--- config.mk ---
export PLATFORM = sky130hd
export DESIGN_NAME = nibble_bus_slave
export DESIGN_NICKNAME = d
export VERILOG_FILES = /design/src/rtl/nibble_bus_slave_pkg.sv /design/src/rtl/nibble_bus_slave.sv
export SDC_FILE = /design/constraint.sdc
export NUM_CORES = 1
export LEC_CHECK = 0
export CAP_MARGIN = 20
export CORE_MARGIN = 2
export CORE_UTILIZATION = 37
export CTS_CLUSTER_DIAMETER = 120
export DETAILED_ROUTE_END_ITERATION = 8
export PLACE_DENSITY_LB_ADDON = 0.15
export SLEW_MARGIN = 20
export SYNTH_ARGS = -nofsm -noshare
export SYNTH_HDL_FRONTEND = slang
export SYNTH_SLANG_ARGS = --single-unit
--- constraint.sdc ---
create_clock -name Clk_k -period 1.65 [get_ports Clk_k]
set_clock_uncertainty 0.05 [all_clocks]
set_input_delay 0.33 -clock Clk_k [delete_from_list [all_inputs] [get_ports Clk_k]]
set_output_delay 0.33 -clock Clk_k [all_outputs]
set_load 0.1 [all_outputs]
--- src/rtl/nibble_bus_slave_pkg.sv ---
// Shared encodings for the 4-bit nibble host bus: cycle types, command codes,
// status bit positions and the responder nibble FSM states.
package nibble_bus_slave_pkg;

  typedef enum logic [1:0] {
    ADDR_IDLE = 2'd0,
    ADDR_LOW  = 2'd1,
    ADDR_HIGH = 2'd2,
    ADDR_CMD  = 2'd3
  } addr_e;

  localparam logic [3:0] CMD_LATCH_ADDRESS = 4'h1;
  localparam logic [3:0] CMD_WRITE         = 4'h2;
  localparam logic [3:0] CMD_START         = 4'h3;
  localparam logic [3:0] CMD_CLEAR_ERR     = 4'h4;

  localparam logic [2:0] STATUS_READY_BIT = 3'd0;

  typedef enum logic {
    ST_IDLE = 1'b0,
    ST_LOW  = 1'b1
  } state_e;

endpackage

--- src/rtl/nibble_bus_slave.sv ---
// Responder for the nibble host bus: assembles bytes from LOW/HIGH nibbles,
// executes CMD cycles against the core register file, returns read/status data.
module nibble_bus_slave
  import nibble_bus_slave_pkg::*;
#(
  parameter bit          AUTO_INC       = 1'b0,
  parameter int unsigned STATUS_ERR_BIT = 7
) (
  input  logic       Clk_k,
  input  logic       Reset_r,
  input  logic [1:0] Address_b,
  input  logic [3:0] DataIn_b,
  output logic [7:0] DataOut_b,
  output logic [7:0] RegAddr_b,
  output logic [7:0] RegWrData_b,
  output logic       RegWrEn,
  input  logic [7:0] RegRdData_b,
  input  logic [7:0] StatusIn_b,
  output logic       Start
);

  localparam logic [2:0] ERR_IDX = 3'(STATUS_ERR_BIT);

  state_e     r_state, w_state_n;
  logic [3:0] r_shadow, w_shadow_n;
  logic       r_byte_valid, w_byte_valid_n;
  logic       r_err, w_err_n;
  logic [7:0] r_dout, w_dout_n;
  logic [7:0] r_addr, w_addr_n;
  logic [7:0] r_wrdata, w_wrdata_n;
  logic       r_wren, w_wren_n;
  logic       r_start, w_start_n;
  logic       w_err_set, w_err_clr;
  logic [7:0] w_status;

  always_ff @(posedge Clk_k or negedge Reset_r) begin
    if (!Reset_r) begin
      r_state      <= ST_IDLE;
      r_shadow     <= '0;
      r_byte_valid <= 1'b0;
      r_err        <= 1'b0;
      r_dout       <= '0;
      r_addr       <= '0;
      r_wrdata     <= '0;
      r_wren       <= 1'b0;
      r_start      <= 1'b0;
    end else begin
      r_state      <= w_state_n;
      r_shadow     <= w_shadow_n;
      r_byte_valid <= w_byte_valid_n;
      r_err        <= w_err_n;
      r_dout       <= w_dout_n;
      r_addr       <= w_addr_n;
      r_wrdata     <= w_wrdata_n;
      r_wren       <= w_wren_n;
      r_start      <= w_start_n;
    end
  end

  always_comb begin
    w_status          = StatusIn_b;
    w_status[ERR_IDX] = r_err;

    w_state_n      = r_state;
    w_shadow_n     = r_shadow;
    w_byte_valid_n = r_byte_valid;
    w_dout_n       = r_dout;
    w_addr_n       = r_addr;
    w_wrdata_n     = r_wrdata;
    w_wren_n       = 1'b0;
    w_start_n      = 1'b0;
    w_err_set      = 1'b0;
    w_err_clr      = 1'b0;

    // Post-write increment lands during the strobe cycle, so the core sees the old address.
    if (AUTO_INC && r_wren) w_addr_n = r_addr + 8'd1;

    case (addr_e'(Address_b))
      ADDR_LOW: begin
        w_shadow_n = DataIn_b;
        w_state_n  = ST_LOW;
        w_dout_n   = RegRdData_b;
      end
      ADDR_HIGH: begin
        if (r_state == ST_LOW) begin
          w_wrdata_n     = {DataIn_b, r_shadow};
          w_byte_valid_n = 1'b1;
          w_state_n      = ST_IDLE;
        end else begin
          w_err_set = 1'b1;
        end
      end
      ADDR_IDLE: begin
        // IDLE closing a LOW is the read completion: hold read data for the host.
        if (r_state == ST_LOW) begin
          w_state_n = ST_IDLE;
          if (AUTO_INC) w_addr_n = r_addr + 8'd1;
        end else begin
          w_dout_n = w_status;
        end
      end
      ADDR_CMD: begin
        if (r_state == ST_LOW) w_err_set = 1'b1;
        w_state_n = ST_IDLE;
        case (DataIn_b)
          CMD_LATCH_ADDRESS: begin
            if (r_byte_valid) begin
              w_addr_n       = r_wrdata;
              w_byte_valid_n = 1'b0;
            end else begin
              w_err_set = 1'b1;
            end
          end
          CMD_WRITE: begin
            if (r_byte_valid) begin
              w_wren_n       = 1'b1;
              w_byte_valid_n = 1'b0;
            end else begin
              w_err_set = 1'b1;
            end
          end
          CMD_START: begin
            if (StatusIn_b[STATUS_READY_BIT]) w_start_n = 1'b1;
            else                              w_err_set = 1'b1;
          end
          CMD_CLEAR_ERR: w_err_clr = 1'b1;
          default:       w_err_set = 1'b1;
        endcase
      end
    endcase

    w_err_n = w_err_clr ? 1'b0 : (r_err | w_err_set);
  end

  assign DataOut_b   = r_dout;
  assign RegAddr_b   = r_addr;
  assign RegWrData_b = r_wrdata;
  assign RegWrEn     = r_wren;
  assign Start       = r_start;

endmodule

==> reports/results.tsv <==
metric	value	unit
cp.depth	5	
antenna_found_initial	0	
ir_drop	954	µV
clk_pin_slew	0.06	ns
path_delay_family	buffers and inverters	
worst_slack	0.115	ns
utilization	65.0	%
dp_slack	-0.325	ns
synth_top_area_share	59.0	%
setup_viol	0	
p_comb_share	49.0	%
synth_edf_count	0	
synthFlopType	dfrtp_1	
tightest_slew	0.529	ns
powerDensity	1460	mW/mm²
synthMostInstantiatedCell	dfrtp_1	
dp.cells	213	
totalPowerFinal	3480	µW
pwr-share-seq	32.1	%
syn_nets	134	
hold_viol_final	0	
p_leak	0.00105	µW
synth_top_area_cell	dfrtp_1	
clock-sinks	33	
via_per_inst	5.03	
io_buffers	48	
pwr-share-clk	18.9	%
first_iter_violations	51	
htree_num_levels	2	
path_buf_inv	2	
swShare	43.5	%
synthArstFlopShare	100	%
route.detailed.drc	0	
instances_no_fill	221	
crit_fanout	8	
r2r_cells	3	
cts_max_path_buffers	2	
layout-drive-gt1-share	40.5	%
wl_per_cell	15.0	µm
dpl_cell_area	0.00228	mm²
rsz0062_at_grt	no	
area_growth	70.1	%
synth-seq-cells	33	
grt_pass1_wl	5.32	mm
slew_violations	0	
maxCapViolations	0	
fmax	0.651	GHz
start_kind	input port	
die-area	0.00429	mm²
required	1.76	ns
drt-total-wl	3.32	mm
num_rows	22	
first_pass_iters	4	
insertion_delay	0.28	ns
ys_top_cells_by_count	dfrtp_1 (33), mux2_2 (19), a22oi_1 (17)	
fin_area	0.00238	mm²
synth.area.top_cells	dfrtp_1 (59%), mux2_2 (15%), a22oi_1 (9.1%)	
hold_buffers	0	
yosysUniqueCellTypes	24	
place.gp.congestion	0.717	
holdCritPathClass	in2async	
syn_inst	110	
die_w	65.5	µm
io_pins	50	
critPathMaxStageDelay	0.44	ns
yosys_warnings	0	
status	complete, no violations	
p_int	1970	µW
max-slew-margin-rel	64.6	%
regArea	826	µm²
avgSynthCellArea	12.7	µm²
cts-root-buf	clkbuf_8	
synth_area	0.00140	mm²
cts_made_buffers	5	
cp_slowest_cell	clkdlybuf4s50_1	
critPathKind	in2reg	
worstPathCellList	clkdlybuf4s50_1 -> nor3_2 -> and4b_1 -> buf_12 -> mux2_2	
grt_usage	16.6	%
ant_nets	0	
start_util	38.2	%
die_h	65.5	µm
synth_seq_area_share	59.0	%
worst_ep_arrival_time	1.65	ns
grt_pass1_vias	1132	
postCtsSetupBuffers	0	
n_antenna_cell	0	
vias	1111	
finalCriticalPeriod	1.54	ns
end_kind	register	
cts_tree	done	
finalCritPeriodShare	93.1	%
dp_hpwl	2.45	mm
fillers	272	
grt_overflow	0	
p_switching	1520	µW
grt_max_degree	34	
multi_input_area	528	µm²
core-area	0.00366	mm²
nets	196	
## per-layer routing
metal	vias to the layer above	global-route usage, %	wire length [µm]
met5	-	0	0
met4	0	5.47	42
met3	5	5.82	193
met2	32	26.7	1660
met1	545	20.8	1420
li1	529	-	-
## sequential cells by signal, indices dropped and copies added, names as in the netlist
signal        flops
r_state           1
DataOut_b         8
RegWrData_b       8
r_byte_valid      1
RegWrEn           1
r_err             1
Start             1
RegAddr_b         8
r_shadow          4
## cell families (layout without fill, tap and decap cells)
family          after synthesis  after routing  share of synthesized area (%)
compound gates               31             31                           14.7
xor+xnor                      1              1                          0.626
buf+inv                       9             72                           3.49
flops                        33             33                           59.0
mux                          20             20                           16.1
simple gates                 16             16                           6.17
## path summary, 6_finish.rpt
| path | slack, ns | to | startpoint |
|---|---|---|---|
| max | 0.11 | RegAddr_b[5] | DataIn_b[3] |
| max reg2reg | 0.27 | DataOut_b[5] | r_state |
| min | 0.39 | Start | Reset_r |
| max in group asynchronous | 0.86 | RegWrData_b[5] | Reset_r |
| min in group Clk_k | 0.44 | r_shadow[1] | r_shadow[1] |
| min reg2reg | 0.44 | r_shadow[1] | r_shadow[1] |
## worst reg2reg max path, delay by kind of cell, from the launching register on
family	cells	cell delay, ns
flops	1	0.47
simple gates	1	0.45
compound gates	2	0.32
## repair_timing
action | 4_1_cts | 5_1_grt
endpoints found under the setup margin | 8 | 4
resized for setup | 3 | 1
pin swaps | 2 | 2
hold endpoints to repair | 0 | 0
## placed cells by master (no fill, tap or decap), drive strengths merged, types with 4 or more instances in the layout
master	netlist	final
mux2	20	20
a22oi	17	17
buf	4	40
nand2	5	5
clkdlybuf4s50	0	19
dfrtp	33	33
o21ai	10	10
nor2	4	4
clkbuf	3	7
## final cells by class
class	count	share of cell area, %
clock inverter	1	0.210
tap	48	2.52
clock buffer	7	4.05
inverter	2	0.315
sequential	33	34.7
timing repair buffer	62	36.0
multi-input combinational	68	22.2
## power by group through the flow
stage          logic [µW]  clock network, µW  registers (µW)
3_3_place_gp         1700                  0            1130
4_1_cts              1720                684            1120
6_report             1710                658            1120
3_5_place_dp         1720                  0            1140
2_1_floorplan         178                  0            1940
5_1_grt              1750                718            1140
## through the flow
step	setup TNS, ns	hold slack, ns
2_1_floorplan	0	-0.0156
3_3_place_gp	-6.31	0.416
3_5_place_dp	-7.07	0.426
4_1_cts	0	0.412
5_1_grt	0	0.428
6_report	0	0.394
(Power assumes the default switching activity.)
